<file path="src/rtl/piso_serializer.sv">
// Parallel-in/serial-out stage: accepts a WIDTH-bit word over a load handshake and
// streams it one bit per transfer on a valid/ready serial port, flagging the last bit.
module piso_serializer #(
    parameter int WIDTH     = 4,
    parameter bit MSB_FIRST = 1'b1
) (
    input  logic             clk,
    input  logic             reset,
    input  logic [WIDTH-1:0] parin,
    input  logic             load_valid,
    output logic             load_ready,
    output logic             ser_out,
    output logic             ser_valid,
    output logic             ser_last,
    input  logic             ser_ready,
    output logic             busy
);

    localparam int CW = (WIDTH > 1) ? $clog2(WIDTH) : 1;

    typedef enum logic {IDLE, SHIFT} state_t;

    state_t           state_reg, state_next;
    logic [WIDTH-1:0] shift_reg, shift_next, shifted;
    logic [CW-1:0]    cnt_reg, cnt_next;
    logic             out_reg, out_next;
    logic             valid_reg, valid_next;
    logic             last_reg, last_next;
    logic             bit_xfer;
    logic             load;

    function automatic logic first_bit(input logic [WIDTH-1:0] v);
        return MSB_FIRST ? v[WIDTH-1] : v[0];
    endfunction

    always_ff @(posedge clk or negedge reset) begin
        if (!reset) begin
            state_reg <= IDLE;
            shift_reg <= '0;
            cnt_reg   <= '0;
            out_reg   <= 1'b0;
            valid_reg <= 1'b0;
            last_reg  <= 1'b0;
        end else begin
            state_reg <= state_next;
            shift_reg <= shift_next;
            cnt_reg   <= cnt_next;
            out_reg   <= out_next;
            valid_reg <= valid_next;
            last_reg  <= last_next;
        end
    end

    always_comb begin
        bit_xfer   = valid_reg & ser_ready;
        // A word can be taken while idle or in the same cycle the previous last bit leaves.
        load_ready = (state_reg == IDLE) | (bit_xfer & last_reg);
        load       = load_valid & load_ready;
        shifted    = MSB_FIRST ? (shift_reg << 1) : (shift_reg >> 1);

        state_next = state_reg;
        shift_next = shift_reg;
        cnt_next   = cnt_reg;
        out_next   = out_reg;
        valid_next = valid_reg;
        last_next  = last_reg;

        if (load) begin
            state_next = SHIFT;
            shift_next = parin;
            cnt_next   = CW'(WIDTH - 1);
            out_next   = first_bit(parin);
            valid_next = 1'b1;
            last_next  = (WIDTH == 1);
        end else if (bit_xfer) begin
            if (last_reg) begin
                state_next = IDLE;
                shift_next = '0;
                cnt_next   = '0;
                out_next   = 1'b0;
                valid_next = 1'b0;
                last_next  = 1'b0;
            end else begin
                shift_next = shifted;
                cnt_next   = cnt_reg - CW'(1);
                out_next   = first_bit(shifted);
                last_next  = (cnt_reg == CW'(1));
            end
        end
    end

    assign ser_out   = out_reg;
    assign ser_valid = valid_reg;
    assign ser_last  = last_reg;
    assign busy      = valid_reg;

endmodule

</file>
<file path="config.mk">
export PLATFORM = sky130hd
export DESIGN_NAME = piso_serializer
export DESIGN_NICKNAME = d
export VERILOG_FILES = /design/src/rtl/piso_serializer.sv
export SDC_FILE = /design/constraint.sdc
export NUM_CORES = 1
export LEC_CHECK = 0
export CAP_MARGIN = 20
export CORE_AREA = 10 10 47 49
export CTS_BUF_LIST = sky130_fd_sc_hd__clkbuf_2 sky130_fd_sc_hd__clkbuf_4 sky130_fd_sc_hd__clkbuf_8
export DETAILED_ROUTE_END_ITERATION = 6
export DIE_AREA = 0 0 57 59
export SYNTH_ARGS = -nofsm -noshare
export SYNTH_HDL_FRONTEND = slang
export SYNTH_SLANG_ARGS = --single-unit
</file>
<file path="constraint.sdc">
create_clock -name clk -period 1.73 [get_ports clk]
set_clock_uncertainty 0.2 [all_clocks]
set_input_delay 0.346 -clock clk [delete_from_list [all_inputs] [get_ports clk]]
set_output_delay 0.346 -clock clk [all_outputs]
set_load 0.03 [all_outputs]
</file>
==> After elaboration in Yosys (flattened, before gate mapping) <==
Cells that the tools add are included.
W data, S select, Z words.
{ "totals": {"n_memories": 0, "regBits": 8, "output_inout_bits": 5, "word_cells": 30, "in_bits": 8, "romBits": 0, "ram_bits": 0, "latchBits": 0} }
{ "classes": {"shift": 0, "reduce_logical": 3, "order_cmp": 0, "eq_ne": 1, "bitwise": 5, "div_mod_pow": 0, "addsub": 1, "multipliers": 0, "mux": 15} }
{ "op_table": {"columns": ["operator", "n"], "rows": [
  ["$mux W1", 9],
  ["$mux W3", 3],
  ["$mux W2", 3],
  ["$reduce_bool A2 Y1", 2],
  ["$and A1 B1 Y1", 3],
  ["$eq A2 B1 Y1 const B", 1],
  ["$reduce_and A2 Y1", 1],
  ["$sub A2 B1 Y2 const B", 1],
  ["$not A1 Y1", 1],
  ["$or A1 B1 Y1", 1]
]} }

==> Logic depth before layout (Yosys ltp) <==
{ "depth": {"ltp_word": 6, "depth_mapped": 4, "ltp_nobuf": 4} }

==> Least setup slack after synthesis <==
OpenSTA, ideal clock, no wires.
{ "synth_timing": {"path_type": "reg-to-reg", "start": "register valid_reg (netlist: busy)", "end": "register cnt_reg[1]", "required_ps": 1375, "path_buffers": 0, "arrival_ps": 1173, "setup_ps": 155, "period_less_slack_ps": 1528, "path_stages_with_launch": 4, "path_slack_ps": 202, "cell_sequence": "dfrtp_1 -> a21bo_2 -> nand2_4 -> o311ai_0"} }
{ "synth_between": {"elab_chain_cells": 5, "elab_cells_between_ends": 7, "classes_between": "mux (1); bitwise (5); reduce/logical (1)"} }
{ "synth_rtl": {"columns": ["element", "line_no", "text"], "rows": [
  ["start: declaration", "27", "logic valid_reg, valid_next;"],
  ["start signal: assignment", "49", "valid_reg <= valid_next;"],
  ["$and A1 B1 Y1", "55", "bit_xfer = valid_reg & ser_ready;"],
  ["$and A1 B1 Y1", "57", "load_ready = (state_reg == IDLE) | (bit_xfer & last_reg);"],
  ["$or A1 B1 Y1 *", "57", null],
  ["named net load_ready", "11", "output logic load_ready,"],
  ["$and A1 B1 Y1 *", "58", "load = load_valid & load_ready;"],
  ["$mux W2 or $reduce_bool A2 Y1 (tied branches)", null, null],
  ["end signal: assignment", "47", "cnt_reg <= cnt_next;"],
  ["end: declaration", "25", "logic [CW-1:0] cnt_reg, cnt_next;"]
]} }
Mark *: on every way through the listed nets, which the timed path passes. The rest lies on a longest branch.
A chain may end at the register's enable or synchronous reset.

==> Final worst setup path <==
{ "layout_timing": {"start": "register last_reg (netlist: ser_last)", "end": "output load_ready"} }
{ "layout_between": {"elab_chain_cells": 2} }
{ "layout_rtl": {"columns": ["element", "line_no", "text"], "rows": [
  ["start: declaration", "28", "logic last_reg, last_next;"],
  ["start signal: assignment", "50", "last_reg <= last_next;"],
  ["$and A1 B1 Y1", "57", null],
  ["$or A1 B1 Y1", "57", null],
  ["end: declaration", "11", null]
]} }
No other way between the ends.

==> flow_summary.ini <==
[outcome]
result_of_the_run = finished clean

[synthesis]
syn_inst = 39
yosys.area_share.xor_xnor_pct = 0
synth.yosys.seq_area_share_pct = 48.0
postSynthNetCount = 48
count_of_yosys_warnings_during_synthesis = 0
synth.area.mux_share_pct = 9.61
synth_fa_ha_area_share_pct = 3.00
post_synth_and_or_nand_nor_area_fraction_pct = 21.3
netlist_area_before_placement_um2 = 417
synth_compound_gate_area_share_pct = 10.8
synth_top_family_by_area = simple AND/OR/NAND/NOR gates
post_synth_num_cell_types = 17
syn_area_per_cell_um2 = 10.7
synth_seq_cells = 8

[floorplan]
die-height_um = 59
rows = 14
die_width_um = 57
floorplan.core_area_um2 = 1400
initial_core_util_pct = 29.7
design.die.area_um2 = 3360
io-pin-count = 13

[timing]
maxSlewViolCount = 0
setup-violations-final = 0
tightestPinTransition_ns = 0.375
final.setup.tns_ns = 0
timing.slew.headroom_pct = 75.0
max_freq_ghz = 0.594
rsz0062_at_grt = no
final.hold.worst_slack_ns = 0.179
fin_crit_ns = 1.68
post-route-period-util_pct = 97.2
hold_violations = 0

[power]
power.ir.vdd_worst_v = 0.000434
clockPowerShare_pct = 16.7
net_switching_share_of_the_total_power_pct = 36.6
switchingPower_uw = 304
internal-power_uw = 525
comb_power_share_pct = 47.6
power.static_leakage_uw = 0.000340
power.density_cell_area_nw_per_um2 = 1350
seq_power_share_pct = 35.6

[layout]
area_growth_syn_to_layout_pct = 47.4
largest_register_ff_count = 3
drive_gt1_share_pct = 22.4
n_antenna_cell = 0
filler_cell_count = 150
layout.nets = 69

[routing]
drt-wirelength-per-cell_um = 11.5
routed_wirelength_um = 850
drt-pass1-iter-count = 3
post-route-drc-count = 0
detail-route-antenna-nets = 0
routed_via_count = 356
vias_per_cell = 4.81
initialDrtViolationCount = 12

[setup_path]
critical_path.endpoint_type = primary output
crit_type = reg2out
crit_reg_reg_endpoint = cnt_reg[1]
cp-startpoint = ser_last
r2r_setup_slack_ns = 0.40
reg2reg_depth = 4
worst-endpoint-required_ns = 1.18
rr_startpoint = ser_last
cp_data_arrival_time_ns = 1.14
critical_path.endpoint = load_ready
crit_path_start_kind = flip-flop
cp_max_fanout = 8

[clock_tree]
worstSkewPairLatency_ns = 0.25
numCtsBuffers = 3
clock_sink_count = 8
cts.clk_slew.worst_paths_ns = 0.05
cts-hold-fix-buffers = 0
clock_tree.buffer_depth = 2
root_buffer = sky130_fd_sc_hd__clkbuf_4
cts.htree.levels = 1
cts_tree = yes

[placed_design]
numPortBuffers = 12
hpwlAfterDp_um = 652
place_congestion = 0.703

[min_path]
min-delay-path-class = in2async

[global_route]
grt_pass1_vias = 375
globalRoute.totalOverflow = 0
antenna_found_initial = 0
grt_util_all_layers_pct = 5.99
grt_max_degree = 10
first_pass_grt_wire_length_mm = 1.59

[job]
max_cap_violations = 0
-- synth_stat cells --
| library cell | n | share of area, % |
|---|---|---|
| sky130_fd_sc_hd__a21boi_2 | 1 | 2.7 |
| sky130_fd_sc_hd__a21oi_1 | 3 | 3.6 |
| sky130_fd_sc_hd__nand2_4 | 1 | 2.7 |
| sky130_fd_sc_hd__or3_1 | 1 | 1.5 |
| sky130_fd_sc_hd__o311ai_0 | 1 | 2.1 |
| sky130_fd_sc_hd__ha_1 | 1 | 3.0 |
| sky130_fd_sc_hd__mux2i_1 | 4 | 9.6 |
| sky130_fd_sc_hd__nand2_2 | 1 | 1.5 |
| sky130_fd_sc_hd__buf_4 | 1 | 1.8 |
| sky130_fd_sc_hd__dfrtp_1 | 8 | 48 |
| sky130_fd_sc_hd__nand2b_1 | 1 | 1.5 |
| sky130_fd_sc_hd__nand2_1 | 4 | 3.6 |
| sky130_fd_sc_hd__nand4b_1 | 1 | 2.1 |
| sky130_fd_sc_hd__nand3_1 | 1 | 1.2 |
| sky130_fd_sc_hd__and4b_1 | 3 | 7.2 |
| sky130_fd_sc_hd__inv_1 | 6 | 5.4 |
| sky130_fd_sc_hd__a21bo_2 | 1 | 2.4 |
-- metrics by stage --
stage	cell area, um^2	setup WS (ns)	instances	power (uW)	utilization [%]
2_1_floorplan	417	0.202	39	547	-
3_3_place_gp	577	-0.0172	70	693	41.2
3_5_place_dp	577	-0.0158	70	697	41.2
4_1_cts	604	0.00777	73	837	43.1
5_1_grt	614	0.0178	74	895	43.8
6_report	614	0.0478	74	829	43.8
-- power by group through the flow --
| stage | logic [uW] | clock network, uW | registers, uW |
|---|---|---|---|
| floorplan | 197 | 0 | 351 |
| global placement | 395 | 0 | 298 |
| detailed placement | 396 | 0 | 300 |
| CTS | 396 | 145 | 296 |
| global route | 438 | 153 | 303 |
| finish | 395 | 139 | 295 |
-- logic make-up (layout without fill, tap and decap cells) --
family	after synthesis	in the layout
buf+inv	7	26
compound gates	6	6
simple gates	13	13
fa+ha+maj	1	1
flops	8	8
mux	4	4
-- area by class of cell --
cell class	instances	area, um^2	share of cell area, %
Clock buffer	3	22.5	3.67
Tap cell	16	20.0	3.26
Sequential cell	8	200	32.6
Inverter	6	22.5	3.67
Timing Repair Buffer	17	156	25.5
Multi-Input combinational cell	24	193	31.4
-- critical path, stage by stage (launching register included) --
cell                      delay, ns
sky130_fd_sc_hd__dfrtp_1       0.37
sky130_fd_sc_hd__buf_4         0.16
sky130_fd_sc_hd__a21bo_4       0.23
sky130_fd_sc_hd__buf_6         0.14
-- how the worst min path moves through the flow --
stage	startpoint	to	slack [ns]	cells after the start
after CTS	reset	cnt_reg[1]	0.19	1
after global routing	reset	cnt_reg[1]	0.21	1
after detailed placement	cnt_reg[1]	cnt_reg[1]	0.30	2
after floorplan	reset	busy	-0.15	0
final	reset	cnt_reg[1]	0.18	1
after global placement	cnt_reg[1]	cnt_reg[1]	0.29	2
-- layer usage --
layer	vias to the layer above	global-route usage, %	share of wire, %
li1	178	-	-
met1	166	5.88	41
met2	10	9.61	50
met3	2	2.58	7.4
met4	0	5.03	0.94
met5	-	0	0
-- cells in the final DEF (no fill, tap or decap) --
cell type and n:
sky130_fd_sc_hd__buf_4 5, sky130_fd_sc_hd__buf_6 1, sky130_fd_sc_hd__clkdlybuf4s50_1 6, sky130_fd_sc_hd__o311ai_0 1
sky130_fd_sc_hd__ha_1 1, sky130_fd_sc_hd__nand2_1 4, sky130_fd_sc_hd__nand2_4 1, sky130_fd_sc_hd__mux2i_1 4
sky130_fd_sc_hd__nand2_2 1, sky130_fd_sc_hd__dfrtp_1 8, sky130_fd_sc_hd__a21boi_2 1, sky130_fd_sc_hd__nand2b_1 1
sky130_fd_sc_hd__nand4b_1 1, sky130_fd_sc_hd__dlygate4sd2_1 4, sky130_fd_sc_hd__dlymetal6s2s_1 1, sky130_fd_sc_hd__inv_1 6
sky130_fd_sc_hd__clkbuf_4 3, sky130_fd_sc_hd__a21oi_1 3, sky130_fd_sc_hd__nand3_1 1, sky130_fd_sc_hd__and4b_1 3
sky130_fd_sc_hd__a21bo_4 1, sky130_fd_sc_hd__or3_1 1
-- repair_timing --
item | 4_1_cts | 5_1_grt
gates resized for setup | 6 | 1
setup buffers | 0 | 1
setup endpoints to repair | 5 | 1
(Power assumes the default switching activity.)
